===== config.mk =====
export PLATFORM = sky130hd
export DESIGN_NAME = donkey_ctl
export DESIGN_NICKNAME = d
export VERILOG_FILES = /design/src/rtl/donkey_ctl.sv
export SDC_FILE = /design/constraint.sdc
export NUM_CORES = 1
export LEC_CHECK = 0
export ABC_AREA = 1
export CAP_MARGIN = 20
export CORE_ASPECT_RATIO = 1.75
export CORE_UTILIZATION = 46
export DETAILED_ROUTE_END_ITERATION = 10
export GPL_ROUTABILITY_DRIVEN = 0
export PLACE_DENSITY = 0.7
export SYNTH_ARGS = -nofsm -noshare
export SYNTH_HDL_FRONTEND = slang
export SYNTH_SLANG_ARGS = --single-unit

===== constraint.sdc =====
create_clock -name clk -period 4.2 [get_ports clk]
set_clock_uncertainty 0.1 [all_clocks]
set_input_delay 0.84 -clock clk [delete_from_list [all_inputs] [get_ports clk]]
set_output_delay 0.84 -clock clk [all_outputs]
set_load 0.05 [all_outputs]

===== src/rtl/donkey_ctl.sv =====
// donkey_ctl: per-frame motion controller for the Donkey sprite.
// The controller makes one position update per frame, at the rising edge of vblnk. Between
// updates every output holds, so the draw stage sees fixed values during active video.
//
// Ports:
//   clk      in   pixel clock
//   rst      in   synchronous, active-high reset
//   vblnk    in   vertical blank from the VGA timing chain
//   keyCode  in   [15:0] current key code (KEY_A / KEY_D / KEY_W, 0 = none)
//   xpos     out  [11:0] sprite left edge
//   ypos     out  [11:0] sprite top edge
//   left     out  current key is A (sprite faces left)
//   previous out  [15:0] last non-zero key code
//   state_o  out  [1:0] vertical FSM state: 0 ground, 1 rise, 2 fall
//
// Optional build macro: DONKEY_DOUBLE_JUMP_EN enables a single mid-air jump per airtime, which a
// fresh W press triggers.

module donkey_ctl #(
  parameter int unsigned X_START  = 100,
  parameter int unsigned Y_GROUND = 640,
  parameter int unsigned X_MIN    = 0,
  parameter int unsigned X_MAX    = 960,
  parameter int unsigned STEP_X   = 2,
  parameter int unsigned JUMP_V0  = 12,
  parameter int unsigned V_MAX    = 15,
  parameter logic [15:0] KEY_A    = 16'h001C,
  parameter logic [15:0] KEY_D    = 16'h0023,
  parameter logic [15:0] KEY_W    = 16'h001D
) (
  input  logic        clk,
  input  logic        rst,
  input  logic        vblnk,
  input  logic [15:0] keyCode,
  output logic [11:0] xpos,
  output logic [11:0] ypos,
  output logic        left,
  output logic [15:0] previous,
  output logic [1:0]  state_o
);

  typedef enum logic [1:0] {
    StGround = 2'd0,
    StRise   = 2'd1,
    StFall   = 2'd2
  } state_e;

  localparam logic signed [12:0] XMinS  = 13'(X_MIN);
  localparam logic signed [12:0] XMaxS  = 13'(X_MAX);
  localparam logic signed [12:0] XStepS = 13'(STEP_X);
  localparam logic [11:0]        YGnd   = 12'(Y_GROUND);
  localparam logic [4:0]         VJump  = 5'(JUMP_V0);
  localparam logic [4:0]         VMax   = 5'(V_MAX);

  state_e      state_q, state_d;
  logic [11:0] xpos_q, xpos_d;
  logic [11:0] ypos_q, ypos_d;
  logic [4:0]  vel_q, vel_d;
  logic        left_q, left_d;
  logic [15:0] prev_q, prev_d;
  logic        vblnk_q;
  logic        tick;
  logic        key_a, key_d, key_w;

  logic signed [12:0] x_ext, x_dec, x_inc;
  logic [11:0]        y_up;
  logic [12:0]        y_dn;

`ifdef DONKEY_DOUBLE_JUMP_EN
  logic used_dj_q, used_dj_d;
  logic w_q, w_d;
`endif

  assign tick  = vblnk & ~vblnk_q;
  assign key_a = (keyCode == KEY_A);
  assign key_d = (keyCode == KEY_D);
  assign key_w = (keyCode == KEY_W);

  // State register
  always_ff @(posedge clk) begin
    if (rst) begin
      state_q <= StGround;
    end else begin
      state_q <= state_d;
    end
  end

  // Datapath registers
  always_ff @(posedge clk) begin
    if (rst) begin
      vblnk_q <= 1'b0;
      xpos_q  <= 12'(X_START);
      ypos_q  <= YGnd;
      vel_q   <= 5'd0;
      left_q  <= 1'b0;
      prev_q  <= 16'd0;
    end else begin
      vblnk_q <= vblnk;
      xpos_q  <= xpos_d;
      ypos_q  <= ypos_d;
      vel_q   <= vel_d;
      left_q  <= left_d;
      prev_q  <= prev_d;
    end
  end

`ifdef DONKEY_DOUBLE_JUMP_EN
  always_ff @(posedge clk) begin
    if (rst) begin
      used_dj_q <= 1'b0;
      w_q       <= 1'b0;
    end else begin
      used_dj_q <= used_dj_d;
      w_q       <= w_d;
    end
  end
`endif

  // Next-state and datapath update; everything holds unless this is the frame tick.
  always_comb begin
    state_d = state_q;
    xpos_d  = xpos_q;
    ypos_d  = ypos_q;
    vel_d   = vel_q;
    left_d  = left_q;
    prev_d  = prev_q;
`ifdef DONKEY_DOUBLE_JUMP_EN
    used_dj_d = used_dj_q;
    w_d       = w_q;
`endif

    // Signed 13-bit so a step below zero compares as negative instead of wrapping.
    x_ext = $signed({1'b0, xpos_q});
    x_dec = x_ext - XStepS;
    x_inc = x_ext + XStepS;
    y_up  = ypos_q - {7'd0, vel_q};
    y_dn  = {1'b0, ypos_q} + {8'd0, vel_q};

    if (tick) begin
      left_d = key_a;
      if (keyCode != 16'd0) prev_d = keyCode;

      if (key_a) begin
        xpos_d = (x_dec < XMinS) ? 12'(X_MIN) : x_dec[11:0];
      end else if (key_d) begin
        xpos_d = (x_inc > XMaxS) ? 12'(X_MAX) : x_inc[11:0];
      end

      unique case (state_q)
        StGround: begin
          ypos_d = YGnd;
          if (key_w) begin
            state_d = StRise;
            vel_d   = VJump;
          end
        end
        StRise: begin
          ypos_d = y_up;
          if (vel_q <= 5'd1) begin
            state_d = StFall;
            vel_d   = 5'd0;
          end else begin
            vel_d = vel_q - 5'd1;
          end
        end
        StFall: begin
          if (y_dn >= 13'(Y_GROUND)) begin
            ypos_d  = YGnd;
            vel_d   = 5'd0;
            state_d = StGround;
          end else begin
            ypos_d = y_dn[11:0];
            vel_d  = (vel_q >= VMax) ? VMax : vel_q + 5'd1;
          end
        end
        default: state_d = StGround;
      endcase

`ifdef DONKEY_DOUBLE_JUMP_EN
      // Only a fresh W edge triggers a mid-air jump, so holding W cannot retrigger it.
      if (state_q != StGround && key_w && !w_q && !used_dj_q) begin
        state_d   = StRise;
        vel_d     = VJump;
        ypos_d    = ypos_q;
        used_dj_d = 1'b1;
      end
      if (state_d == StGround) used_dj_d = 1'b0;
      w_d = key_w;
`endif
    end
  end

  // Outputs
  always_comb begin
    xpos     = xpos_q;
    ypos     = ypos_q;
    left     = left_q;
    previous = prev_q;
    state_o  = state_q;
  end

endmodule

==> qor.yml, run 1 <==
clock_network:
  hold_buffers: 0
  post_cts_resized: 0
  root_buffer: "clkbuf_16"
  cts_tree: "yes"
  post_cts_buffers: 0
  cts_buffer_depth: 2
  clock_latency_ps: 290
  htreeDepth: 2
  cts_made_buffers: 5
  clkTransAtPathRegs_ps: 70
  cts_sinks: 48
timing:
  hold_viol: 0
  setup_tns_ps: 0
  fin_crit_sh_pct: 68.6
  slew_headroom_pct: 62.1
  finalSetupViolations: 0
  fmax_mhz: 347
  slew_violations: 0
  tightest_slew_ps: 568
  rsz0062_at_grt: "false"
  fin_crit_ps: 2880
routing:
  wl_per_cell_um: 14.0
  drt_iter0_markers: 225
  wl_met3_um: 484
  met1_length_mm: 3.77
  wl_met2_mm: 5.22
  vias_per_cell: 5.40
  first_pass_iters: 6
  vias: 3783
  top_layer: "met4"
  antenna_left: 0
  drc: 0
  wl_mm: 9.78
place:
  dp_hpwl_mm: 7.45
  place_area_um2: 4250
  portBuffers: 60
floorplanning:
  pin_count: 62
  coreArea_um2: 7570
  die_area_um2: 8220
  placementRows: 42
  start_util_pct: 47.7
  die_y_um: 119
  chipWidth_um: 69.0
cells_and_area:
  drive_above_1_share_pct: 6.37
  syn2layout_area_growth_pct: 23.7
  fillCellCount: 734
  final_util_pct: 59.0
  fin_nets: 652
  layout_common_cells: "nand2_1, nor2_1, clkdlybuf4s50_1"
  postLayoutCellArea_um2: 4460
  mostFrequentLayoutCell: "nand2_1"
  diodes: 0
  multi_input_area_um2: 2320
  seq_area_um2: 961
critical_path:
  required_ps: 4270
  reg2regPathDepth: 14
  rrSetupSlack_ps: 1510
  crit_path_max_incr_delay_ps: 470
  cp_top_family: "simple AND/OR/NAND/NOR gates"
  critPathBufInv: 2
  cp.arrival_ps: 2950
  cpMostUsedCell: "nand2_1"
  critPathSlowestCell: "clkdlybuf4s50_1"
  worst-path-stages: 8
  cp-start-kind: "primary input"
  critical_path_class: "primary input to register"
  critPathMaxFanout: 17
  crit_path_cell_trace: "clkdlybuf4s50_1 -> or2_1 -> nor4_1 -> nand2_1 -> nand2_1 -> inv_1 -> o21ai_0 -> a21oi_1"
  timing.critical_path.to_type: "register"
synth:
  ys_seq_area_share_pct: 26.6
  synth_nets: 599
  synthXorXnorAreaFrac_pct: 5.58
  synth_mux_area_share_pct: 0
  synth-compound-area-share_pct: 15.5
  syn_area_um2: 3610
  yosysUniqueCellTypes: 41
  ys_warn_count: 0
  synth_top_family_by_area: "simple AND/OR/NAND/NOR gates"
  ys_ff_latch: 48
  synth_fa_ha_area_share_pct: 8.04
  synthSimpleGateAreaFrac_pct: 35.0
  syn_inst: 558
  synth.avg_cell_area_um2: 6.47
power_and_ir_drop:
  leakage_uw: 0.00186
  ir_drop_mv: 0.196
  switching_share_pct: 23.6
  power_frac_comb_pct: 11.8
  internal-power_uw: 920
  p_clk_share_pct: 48.5
  power_density_nw_per_um2: 270
  switchingPower_uw: 285
  p_seq_share_pct: 39.7
min_path:
  whs_path_depth: 2
  hold_path.class: "register to register"
run_status:
  status: "finished clean"
global_routing:
  grt_max_degree: 28
  grt_pass1_vias: 3693
  grt.total_usage_pct: 25.4
  grt_pass1_wl_mm: 16.2
  antenna_found_initial: 0
  grt_overflow: 0
run:
  max_cap_viol_count: 0
-- stage by stage --
| stage | std cells | power [uW] | hold WS (ps) | setup WS, ps |
|---|---|---|---|---|
| 6_report | 700 | 1200 | 372 | 1320 |
| 5_1_grt | 700 | 1240 | 386 | 1170 |
| 4_1_cts | 700 | 1210 | 377 | 1330 |
| 3_5_place_dp | 692 | 631 | 367 | 1030 |
| 3_3_place_gp | 692 | 630 | 364 | 1080 |
| 2_1_floorplan | 558 | 577 | 386 | 1820 |
-- kinds of logic after synthesis --
logic type,count (synthesis)
xor gates and xnor gates,23
AOI/OAI and AO/OA,104
DFF,48
adders and majority gates,22
other,1
buffers and inverters,81
and+or+nand+nor,279
-- state kept, by name, summed over array words and instances, names as in the netlist --
| register | count |
|---|---|
| xpos | 11 |
| previous | 16 |
| ypos | 12 |
| vblnk_q | 1 |
| left | 1 |
| state_o | 2 |
| vel_q | 5 |
-- path summary, 6_finish.rpt --
| kind | startpoint | endpoint |
|---|---|---|
| worst min register to register | previous[4] | previous[4] |
| worst max-delay path | keyCode[1] | previous[0] |
| worst max register to register | vel_q[2] | ypos[1] |
| worst min-delay path | previous[4] | previous[4] |
-- synthesized netlist by cell type (all sizes together) --
cell type / number / area [um2]
a22oi: 1 / 7.51
dfxtp: 48 / 961
a21boi: 2 / 15.0
nor2: 85 / 353
nor3: 11 / 60.1
nand3b: 3 / 22.5
a211oi: 2 / 15.0
a21oi: 50 / 254
clkbuf: 8 / 30.0
a31oi: 2 / 12.5
o21bai: 2 / 15.0
nor4: 4 / 25.0
conb: 1 / 3.75
o41ai: 2 / 17.5
o22ai: 2 / 12.5
or2: 2 / 12.5
ha: 20 / 250
fa: 2 / 40.0
o21ai: 39 / 195
nand4: 8 / 50.1
nand3: 40 / 245
buf: 8 / 55.1
xor2: 23 / 201
o211ai: 2 / 15.0
nand2: 126 / 493
inv: 65 / 246
-- metal layers --
metal,up-vias,GRT usage [%]
li1,1909,-
met1,1714,26.8
met2,132,46.4
met3,28,3.35
met4,0,12.4
met5,-,0
-- worst register-to-register path, cell delays in order, from the launching register on --
cell	delay (ps)
dfxtp_1	490
inv_1	150
ha_1	490
inv_4	60
a21oi_2	130
nand2_2	100
nand2_1	130
nand2_1	80
nand2_2	80
nand3_4	90
nor2_8	140
nand2_1	80
nor2_2	230
nand3_1	120
a21oi_1	160
-- cell type report --
cell class	count	area share (%)
sequential	48	21.5
clock buffer	5	2.80
multi-input combinational	429	51.9
timing repair buffer	62	13.8
tap	88	2.47
clock inverter	3	2.02
inverter	65	5.52
-- power by group through the flow --
| stage | registers [uW] | clock network (uW) | logic, uW |
|---|---|---|---|
| 6_report | 478 | 584 | 142 |
| 5_1_grt | 481 | 608 | 153 |
| 4_1_cts | 478 | 590 | 143 |
| 3_5_place_dp | 489 | 0 | 142 |
| 3_3_place_gp | 489 | 0 | 142 |
| 2_1_floorplan | 533 | 0 | 44.0 |
Power figures use the tool's default switching activity.
==> inputs of run 2 (changes only) <==
PLACE_DENSITY = 0.73   (was 0.7)
clock period = 2.55 ns   (was 4.2 ns; I/O delays follow)
==> run 2 against run 1 <==
  * Flip-flop and latch count unchanged
  * First-iteration DRC count decreased by 17%
  * Power is 48% higher
  * Clock power increased by 29%
  * Global-route usage grew 1.4 points
  * Non-clock buffer count increased by 19
  * Hold slack got worse by 5.0 ps
  * Sequential share of layout area shrank 0.69 points
  * Critical endpoint is now ypos[0]
  * Highest routed layer unchanged
==> qor.yml, run 2 (synthesis gave the netlist of run 1 again) <==
run_status:
  status: "finished clean"
critical_path:
  cpMostUsedCell: "nand2_1"
  rrSetupSlack_ps: 140  # -1370 ps
  r2r-end: "ypos[0]"
  critPathSlowestCell: "fa_2"
  crit_path_cell_trace: "ha_1 -> fa_2 -> nand2_1 -> nand2_2 -> nand3_1 -> nand2_1 -> nand2_2 -> nand3_4 -> nor2_8 -> nand2_1 -> nor2_4 -> o21ai_1 -> a21oi_1"
  cp_top_family: "simple AND/OR/NAND/NOR gates"
  critical_path_class: "register to register"
  critPathMaxFanout: 6  # -11
  required_ps: 2670  # -1600 ps
  reg2regPathDepth: 13  # -1
  reg2reg_from: "ypos[0]"
  crit_path_max_incr_delay_ps: 350  # -120 ps
  cp-start-kind: "register"
  critPathBufInv: 0  # -2
  timing.critical_path.to_type: "register"
  cp.arrival_ps: 2540  # -410 ps
floorplanning:
  coreArea_um2: 7570  # unchanged
  die_area_um2: 8220  # unchanged
  chipWidth_um: 69.0  # unchanged
  start_util_pct: 47.7  # unchanged
  pin_count: 62  # unchanged
  die_y_um: 119  # unchanged
  placementRows: 42  # unchanged
power_and_ir_drop:
  switching_share_pct: 26.2  # +2.5 points
  ir_drop_mv: 0.341  # +74%
  power_density_nw_per_um2: 387  # +43%
  p_seq_share_pct: 44.1  # +4.4 points
  p_clk_share_pct: 42.2  # -6.3 points
  switchingPower_uw: 468  # +64%
  power_frac_comb_pct: 13.7  # +1.9 points
  internal-power_uw: 1320  # +43%
  leakage_uw: 0.00194  # +4.0%
cells_and_area:
  fin_nets: 672  # +3.1%
  final_util_pct: 61.0  # +2.0 points
  mostFrequentLayoutCell: "nand2_1"
  drive_above_1_share_pct: 10.9  # +4.5 points
  diodes: 0  # unchanged
  seq_area_um2: 962  # +0.13%
  multi_input_area_um2: 2370  # +2.5%
  syn2layout_area_growth_pct: 28.0
  fillCellCount: 718  # -2.2%
  layout_common_cells: "nand2_1, nor2_1, clkdlybuf4s50_1"
  postLayoutCellArea_um2: 4620  # +3.4%
  largest_register_ffs: 16  # unchanged
clock_network:
  htreeDepth: 2  # unchanged
  cts_sinks: 48  # unchanged
  clock_latency_ps: 290  # about the same
  cts_made_buffers: 5  # unchanged
  root_buffer: "clkbuf_16"
  hold_buffers: 0  # unchanged
  cts_tree: "yes"
  clkTransAtPathRegs_ps: 70  # about the same
  cts_buffer_depth: 2  # unchanged
min_path:
  hold_path.class: "register to register"
  whs_path_depth: 2  # unchanged
  holdPathEnd: "previous[4]"
  hp-start: "previous[4]"
run:
  max_cap_viol_count: 0  # unchanged
routing:
  antenna_left: 0  # unchanged
  wl_per_cell_um: 14.7  # +5.2%
  drc: 0  # unchanged
  vias_per_cell: 5.44  # +0.61%
  first_pass_iters: 5  # -1
  drt_iter0_markers: 187  # -17%
  wl_mm: 10.6  # +8.2%
  vias: 3915  # +3.5%
global_routing:
  grt_overflow: 0  # unchanged
  grt.total_usage_pct: 26.8  # +1.4 points
  grt_pass1_vias: 3719  # +0.70%
  grt_pass1_wl_mm: 16.6  # +2.5%
  grt_max_degree: 27  # -3.6%
  antenna_found_initial: 0  # unchanged
timing:
  slew_violations: 0  # unchanged
  fin_crit_ps: 2410
  fmax_mhz: 414
  finalSetupViolations: 0  # unchanged
  tightest_slew_ps: 605  # +37.4 ps
  hold_viol: 0  # unchanged
  fin_crit_sh_pct: 94.7
  slew_headroom_pct: 59.6  # -2.5 points
place:
  portBuffers: 60  # unchanged
  dp_hpwl_mm: 8.08  # +8.6%
  place_area_um2: 4390  # +3.4%
-- run 2: cell types whose count changed in the layout (fill, tap and decap cells not counted), moves of 2 or more --
cell	delta
nand2_2	+2
bufinv_16	-2
ha_1	-2
nor2_1	-2
buf_4	+19
nand2_1	-2
-- run 2: power by group through the flow --
stage	logic, uW	registers [uW]	clock network [uW]
after floorplan	72.5	878	0
after global placement	241	805	0
after detailed placement	243	805	0
after CTS	244	788	764
after global routing	263	792	798
final	245	788	754
-- run 2: metrics by stage --
step | setup slack (ps) | TNS, ps | instances | hold WS [ps] | total power, uW
final | 136 | 0 | 720 | 367 | 1790
after global routing | -11.2 | -27.8 | 720 | 380 | 1850
after CTS | 84.4 | 0 | 719 | 367 | 1800
after detailed placement | 38.8 | 0 | 711 | 354 | 1050
after global placement | 8.47 | 0 | 711 | 354 | 1050
after floorplan | 168 | 0 | 558 | 386 | 950
-- run 2: final cells by class --
class / count / share of cell area [%]
sequential: 48 / 20.8
clock inverter: 3 / 0.921
tap: 88 / 2.38
inverter: 65 / 5.34
multi-input combinational: 430 / 51.4
clock buffer: 5 / 2.71
timing repair buffer: 81 / 16.4
-- run 2: worst max-delay path by stage --
stage | end | slack (ps) | cells after the start | start
4_1_cts | vel_q[4] | 80 | 14 | vel_q[2]
6_report | ypos[0] | 140 | 13 | ypos[0]
3_3_place_gp | vel_q[0] | 8 | 10 | keyCode[7]
2_1_floorplan | ypos[5] | 170 | 13 | ypos[0]
3_5_place_dp | vel_q[0] | 40 | 10 | keyCode[7]
5_1_grt | ypos[0] | -10 | 13 | ypos[0]
-- run 2: repair_timing --
| item | 4_1_cts | 5_1_grt |
|---|---|---|
| resized for setup | 0 | 14 |
| setup endpoints to repair | 0 | 16 |
| setup buffers | 0 | 0 |
-- run 2: per-layer routing --
metal	global-route usage [%]	up-vias	wire, um
met5	0	-	0
met4	14.8	0	530
met3	3.83	39	476
met2	49.8	127	5710
met1	26.3	1792	3870
li1	-	1957	-
-- run 2: worst reg2reg max path, stage by stage (launching register included) --
cell and delay (ps):
dfxtp_1 330, ha_1 230, fa_2 350, nand2_1 100, nand2_2 80, nand3_1 120, nand2_1 110, nand2_2 100
nand3_4 100, nor2_8 180, nand2_1 110, nor2_4 180, o21ai_1 110, a21oi_1 140
==> inputs of run 3 (changes only) <==
ABC_AREA = default   (was 1)
PLACE_DENSITY = 0.72   (was 0.73)
SKIP_LAST_GASP = 1   (was default)
SLEW_MARGIN = 20   (was default)
==> run 3 against run 2 <==
  * Combinational power grew to 3.4 times the previous value
  * Hold slack gained 5.6 ps
  * Wire length grew 33%
  * Critical path depth shrank 4
  * Power grew 29%
  * Die area grew 9.6%
  * Sequential share of layout area shrank 3.7 points
  * Count of clock-buffer cells in the layout is the same
  * Critical path type unchanged
==> qor.yml, run 3 <==
global_routing:
  antenna_found_initial: 0  # unchanged
  grt_max_degree: 32  # +19%
  grt_pass1_wl_mm: 21.1  # +27%
  grt.total_usage_pct: 29.7  # +2.9 points
  grt_pass1_vias: 4375  # +18%
  grt_overflow: 0  # unchanged
synth:
  ys_ff_latch: 48  # unchanged
  syn_area_um2: 3960  # +9.8%
  ys_async_sr_fraction_pct: 0  # unchanged
  synth_edf_count: 0  # unchanged
  ys_warn_count: 0  # unchanged
  yosys-top-cells-area: "dfxtp_1, ha_1, nor2_1, mux2i_1, nand2_1"
  yosysUniqueCellTypes: 84  # +100%
  synth_nets: 536  # -11%
  syn_inst: 495  # -11%
  yosysMostFrequentCell: "nor2_1"
  synth_top_area_share_pct: 24.3  # -2.4 points
  ys_seq_area_share_pct: 24.3  # -2.4 points
  synth.avg_cell_area_um2: 8.01  # +24%
  synth_commonest_cells: "nor2_1, dfxtp_1, nand2_1"
  synth.largest_area_cell: "dfxtp_1"
  synth_flop_cell: "dfxtp_1"
timing:
  slew_violations: 0  # unchanged
  hold_viol: 0  # unchanged
  fin_crit_ps: 2540  # +127 ps
  slew_headroom_pct: 59.0  # -0.64 points
  tightest_slew_ps: 608  # +2.49 ps
  fin_crit_sh_pct: 99.6  # +5.0 points
  fmax_mhz: 394  # -5.0%
  rsz0062_at_grt: "true"
  whs_ps: 373  # +5.64 ps
  finalSetupViolations: 0  # unchanged
power_and_ir_drop:
  total_power_uw: 2310  # +29%
  power_density_nw_per_um2: 402  # +3.7%
  leakage_uw: 0.00221  # +14%
  ir_drop_mv: 0.424  # +24%
routing:
  drc: 0  # unchanged
  wl_mm: 14.1  # +33%
  top_layer: "met4"
  wl_per_cell_um: 19.1  # +30%
  drt_iter0_markers: 303  # +62%
  wl_met2_mm: 7.69  # +35%
  antenna_left: 0  # unchanged
  vias: 4634  # +18%
  wl_met3_um: 825  # +73%
  first_pass_iters: 5  # unchanged
  vias_per_cell: 6.29  # +16%
  met1_length_mm: 4.66  # +20%
clock_network:
  hold_buffers: 0  # unchanged
  clock_latency_ps: 300  # about the same
  root_buffer: "clkbuf_16"
  clkTransAtPathRegs_ps: 70  # about the same
  cts_tree: "yes"
  htreeDepth: 2  # unchanged
  cts_buffer_depth: 2  # unchanged
  cts_made_buffers: 5  # unchanged
  cts_sinks: 48  # unchanged
cells_and_area:
  final_util_pct: 69.3  # +8.3 points
  largest_register_ffs: 16  # unchanged
  layout_common_cells: "buf_4, clkdlybuf4s50_1, nor2_1"
  fin_nets: 663  # -1.3%
  syn2layout_area_growth_pct: 45.4
  diodes: 0  # unchanged
  fillCellCount: 678  # -5.6%
  drive_above_1_share_pct: 28.8  # +18 points
  mostFrequentLayoutCell: "buf_4"
floorplanning:
  start_util_pct: 47.7  # about the same
  chipWidth_um: 72.2  # +4.7%
  pin_count: 62  # unchanged
  die_area_um2: 9000  # +9.6%
  die_y_um: 125  # +4.7%
  placementRows: 44  # +4.8%
  coreArea_um2: 8310  # +9.9%
critical_path:
  rrSetupSlack_ps: 10  # -130 ps
  cp-start-kind: "register"
  required_ps: 2640  # -30 ps
  critical_path_class: "register to register"
  reg2regPathDepth: 9  # -4
  r2r-end: "xpos[3]"
  cp.arrival_ps: 2630  # +90 ps
  reg2reg_from: "xpos[2]"
  timing.critical_path.to_type: "register"
  critPathMaxFanout: 6  # unchanged
min_path:
  whs_path_depth: 2  # unchanged
  hp-start: "previous[4]"
  holdPathEnd: "previous[4]"
  hold_path.class: "register to register"
run:
  max_cap_viol_count: 0  # unchanged
run_status:
  status: "finished clean"
place:
  dp_hpwl_mm: 9.99  # +24%
  portBuffers: 60  # unchanged
## run 3: cell types whose count changed after synthesis, moves of 14 or more
cell,previous run,this run
nor2_1,79,51
xor2_1,23,5
mux2i_1,0,17
nand2_1,118,35
a21oi_1,49,18
inv_1,59,20
o21ai_0,31,17
nand3_1,34,14
## run 3: cells by family after synthesis
family / after synthesis / synth area share (%)
compound gates: 139 / 27.5
xor+xnor: 8 / 1.77
fa+ha+maj: 22 / 7.33
buf+inv: 52 / 6.25
flops: 48 / 24.3
mux: 17 / 4.29
other cells: 1 / 0.0946
simple gates: 208 / 28.5
## run 3: worst max-delay path by stage
| stage | slack (ps) | startpoint | to | cells after the start |
|---|---|---|---|---|
| after floorplan | 10 | xpos[1] | xpos[11] | 9 |
| after global placement | -210 | keyCode[8] | vel_q[4] | 7 |
| after detailed placement | -280 | keyCode[8] | vel_q[4] | 7 |
| after CTS | -7 | ypos[0] | ypos[8] | 10 |
| after global routing | -130 | xpos[1] | xpos[3] | 9 |
| final | 10 | xpos[2] | xpos[3] | 9 |
## run 3: critical path, stage by stage, from the launching register on
cell     delay (ps)
dfxtp_4         390
inv_1            50
ha_1            300
or4b_4          500
o22ai_4         160
o32ai_4         130
o21ai_4         230
buf_4           160
nand2_1          80
o41ai_2         340
## run 3: area by class of cell
class / instances / area [um2] / area share [%]
Multi-Input combinational cell: 395 / 3090 / 53.7
Timing Repair Buffer: 152 / 1320 / 23.0
Sequential cell: 48 / 988 / 17.2
Tap cell: 115 / 144 / 2.50
Clock buffer: 5 / 125 / 2.17
Inverter: 20 / 75.1 / 1.30
Clock inverter: 2 / 11.3 / 0.195
## run 3: what timing repair did
| item | in CTS | in global routing |
|---|---|---|
| pin swaps | 5 | 28 |
| gates resized for setup | 10 | 61 |
| setup endpoints to repair | 13 | 25 |
| setup buffers | 2 | 8 |
## run 3: power by group
part / leakage (uW) / total [uW] / internal (uW) / switching, uW
Clock: 0.0000700 / 658 / 358 / 301
Sequential: 0.000396 / 831 / 788 / 42.3
Combinational: 0.00174 / 825 / 345 / 479
Total: 0.00221 / 2310 / 1490 / 822
## run 3: routing by layer
layer / global-route usage [%] / vias up
met3: 3.56 / 79
met1: 30.1 / 2173
met5: 0 / -
met4: 22.1 / 0
li1: - / 2122
met2: 53.4 / 260
## run 3: stage by stage
stage          instance area (um2)  worst slack [ps]  setup TNS (ps)  std cells
5_1_grt                       5760              -130            -724        737
3_3_place_gp                  5200              -211           -2680        720
6_report                      5760              9.81               0        737
3_5_place_dp                  5200              -278           -5000        720
2_1_floorplan                 4000              9.53               0        495
4_1_cts                       5390             -6.74           -8.23        729
==> edit 1 (settings of run 3) <==
Put a register stage on the output `previous`, cleared by the reset. The value now appears one clock later. The other outputs are not delayed to match.
--- a/src/rtl/donkey_ctl.sv
+++ b/src/rtl/donkey_ctl.sv
@@ -51,6 +51,8 @@
   localparam logic [11:0]        YGnd   = 12'(Y_GROUND);
   localparam logic [4:0]         VJump  = 5'(JUMP_V0);
   localparam logic [4:0]         VMax   = 5'(V_MAX);
+
+  logic [15:0] previous_d;
 
   state_e      state_q, state_d;
   logic [11:0] xpos_q, xpos_d;
@@ -195,8 +197,16 @@
     xpos     = xpos_q;
     ypos     = ypos_q;
     left     = left_q;
-    previous = prev_q;
+    previous_d = prev_q;
     state_o  = state_q;
   end
 
+  always_ff @(posedge clk) begin
+    if (rst) begin
+      previous <= '0;
+    end else begin
+      previous <= previous_d;
+    end
+  end
+
 endmodule
Function: changed (Yosys sat finds a counterexample within 4 cycles, from zero or initial values and one cycle with rst high).
==> edit 1 against run 3 <==
The flow now finishes with violations (negative setup slack); synthesized area is 7.3% higher; final area is 3.6% higher; non-clock buffer count is 5 lower; wire length is 8.9% lower; sequential cell count is 16 higher; worst setup slack worse by 0.061 ns; cell count is 4.5% higher.
Power is not compared: it rests on default switching activity, and its combinational part moved more than twofold at a synthesized area within 25%.
==> edit 1: results <==
[timing]
setup-tns-final_ns = -0.0576
setup_violations = 2
slew_headroom_pct = 64.8
setup_slack_ns = -0.0512

[layout]
multi_input_area_share_pct = 47.4
n_clock_buffer = 10
multi_input_cells = 403
drive_gt1_share_pct = 25.7
buffers = 147

[clock_network]
htreeDepth = 3
post-cts-setup-buffers = 0
cts_buffers = 9
clk_latency_ns = 0.33

[routing]
met3WireLength_um = 559
wire_per_inst_um = 16.7
drt-initial-drc-count = 325
via_per_inst = 5.84

[synthesis]
synthAdderAreaFrac_pct = 6.83
yosys.area_share.xor_xnor_pct = 2.27
synth_area_leaders = dfxtp_1 30%, ha_1 5.9%, nand2_1 4.6%, nor2_1 4.3%, a21oi_1 4.2%
synth-compound-area-share_pct = 22.5
synthMuxAreaShare_pct = 3.83
ys_seq_area_share_pct = 30.1
syn_avg_cell_area_um2 = 8.10

[setup_path]
r2r_cells = 10
crit_path_max_incr_delay_ns = 0.35
cp_data_arrival_time_ns = 2.73
crit_slowest_cell = fa_2

[grt]
grt_pass1_vias = 4380
grt_pass1_wl_um = 20600

[outcome]
status = finished, violations left
failed_checks = negative setup slack

[placed_design]
dp_slack_ns = -0.349
post-place-cells = 748

[min_path]
min_to = prev_q[2]
edit 1: changes by cell type after synthesis, sizes merged, moves of 9 or more:
cell / before / now
o21ai: 22 / 31
nor2b: 8 / 27
dfxtp: 48 / 64
nand2: 36 / 52
a21oi: 18 / 37
edit 1: metal layers:
| metal | global-route usage (%) | vias to the layer above |
|---|---|---|
| li1 | - | 2136 |
| met1 | 28.9 | 2137 |
| met2 | 50.5 | 180 |
| met3 | 4.20 | 44 |
| met4 | 17.9 | 0 |
| met5 | 0 | - |
edit 1: metrics by stage:
| step | area (µm²) | total power [mW] | hold WS, ns |
|---|---|---|---|
| finish | 5970 | 2.66 | 0.351 |
| CTS | 5830 | 2.67 | 0.356 |
| detailed placement | 5470 | 1.37 | 0.347 |
| global placement | 5470 | 1.37 | 0.340 |
| global route | 5970 | 2.74 | 0.370 |
| floorplan | 4310 | 1.25 | 0.332 |
==> edit 2 (settings of run 3) <==
Without the edit above. Build with the macro `DONKEY_DOUBLE_JUMP_EN` defined.
--- a/src/rtl/donkey_ctl.sv
+++ b/src/rtl/donkey_ctl.sv
@@ -15,6 +15,8 @@
 //
 // Optional build macro: DONKEY_DOUBLE_JUMP_EN enables a single mid-air jump per airtime, which a
 // fresh W press triggers.
+
+`define DONKEY_DOUBLE_JUMP_EN
 
 module donkey_ctl #(
   parameter int unsigned X_START  = 100,
Behaviour: not the same (Yosys sat finds a counterexample within 10 cycles, from zero or initial values and one cycle with rst high).
==> edit 2 against run 3 <==
The run now ends with negative setup slack left; sequential cell count grew 2; fmax down 8.0%; sequential share of layout area is 0.23 points higher; synthesized area decreased by 5.2%; clock power grew 17%; power fell by 13%; wire length shrank 2.4%; worst setup slack got worse by 0.22 ns; via count decreased by 0.39%; worst hold slack worse by 0.0083 ns; synthesized cell count shrank 0.61%; final area is 1.0% higher; first-iteration DRC count rose by 13%; largest cell class unchanged; highest routed layer unchanged.
==> edit 2: results <==
[setup_path]
worstPathMaxFanout = 3
worstReg2RegStart = ypos[0]
r2r_cells = 10

[timing]
slew_headroom_pct = 25.3
setup_violations = 15
setup_slack_ns = -0.210

[synthesis]
synth_common_cells = 54 x nor2_1, 50 x dfxtp_1, 43 x nand2_1
synth_area_leaders = dfxtp_1 27%, ha_1 6.7%, nor2_1 5.4%, a21oi_1 5.3%, nand2_1 4.3%
ys_seq_area_share_pct = 26.7
synth-compound-area-share_pct = 28.4
yosysUniqueCellTypes = 72
synthMuxAreaShare_pct = 3.63
syn-num-nets = 533
synthAdderAreaFrac_pct = 7.73

[min_path]
min_to = previous[2]

[layout]
layout.nets = 686
n_fill_cell = 592

[pwr]
power.leakage_nw = 2.26
irDropWorstVdd_mv = 0.372
switching_share_pct = 30.3

[placed_design]
placed_area_um2 = 5200
hpwl_um = 9800
dp_slack_ns = -0.451

[grt]
grt_pass1_wl_um = 20900
grtUsageTotal_pct = 30.5
grt_max_degree = 28

[outcome]
status = finished, violations left
failed_checks = negative setup slack

[routing]
drt-initial-drc-count = 341
edit 2: power groups by stage:
stage	Combinational [mW]	Clock, mW	Sequential [mW]
after detailed placement	0.372	0	0.831
after floorplan	0.140	0	0.897
after CTS	0.387	0.769	0.813
final	0.420	0.770	0.813
after global routing	0.443	0.805	0.815
after global placement	0.366	0	0.830
edit 2: worst max-delay path, cell delays in order (launching register included):
cell and delay (ns):
dfxtp_4 0.35, ha_4 0.16, fa_2 0.35, nor2b_4 0.14, o311a_4 0.34, o21ai_4 0.20
a31oi_4 0.11, or3_4 0.36, buf_6 0.14, o32ai_2 0.30, a32o_1 0.16
edit 2: worst max-delay path by stage:
stage / from / end / slack (ns) / cells past startpoint
6_report: ypos[0] / vel_q[4] / -0.21 / 10
5_1_grt: ypos[0] / vel_q[0] / -0.27 / 11
3_3_place_gp: keyCode[6] / xpos[6] / -0.47 / 10
4_1_cts: ypos[0] / vel_q[3] / -0.16 / 10
2_1_floorplan: ypos[0] / ypos[0] / -0.22 / 9
3_5_place_dp: keyCode[6] / xpos[7] / -0.45 / 11
edit 2: through the flow:
| stage | TNS [ns] | std cells | hold WS, ns |
|---|---|---|---|
| global route | -3.21 | 736 | 0.381 |
| floorplan | -1.40 | 492 | 0.364 |
| global placement | -10.39 | 716 | 0.350 |
| CTS | -1.42 | 729 | 0.364 |
| finish | -2.06 | 736 | 0.365 |
| detailed placement | -11.77 | 716 | 0.353 |
edit 2: final cells by class:
cell class / count / share of cell area (%)
clock inverters: 2 / 0.236
well taps: 90 / 1.93
clock buffers: 6 / 2.58
repair buffers: 172 / 25.8
inverters: 22 / 1.42
flip-flops and latches: 50 / 17.4
multi-input cells: 394 / 50.6
edit 2: logic make-up (layout without fill, tap and decap cells):
kind of cell,Yosys count,in the layout
buf+inv,48,202
simple gates,197,197
flops,50,50
other cells,1,1
fa+ha+maj,22,22
mux,13,13
compound gates,154,154
xor+xnor,7,7
edit 2: repair_timing:
action / 4_1_cts / 5_1_grt
setup buffers: 5 / 7
pin swaps: 18 / 24
endpoints found under the setup margin: 27 / 29
cloned: 0 / 0
gates resized for setup: 25 / 48
edit 2: metal layers:
metal  part of all wire (%)  track usage [%]  vias up  routed length (µm)
met5                      0                0        -                   0
li1                       -                -     2125                   -
met1                     35             31.7     2164                4830
met2                     54             56.8      252                7390
met4                    5.8             19.0        0                 798
met3                    5.5             3.90       75                 751
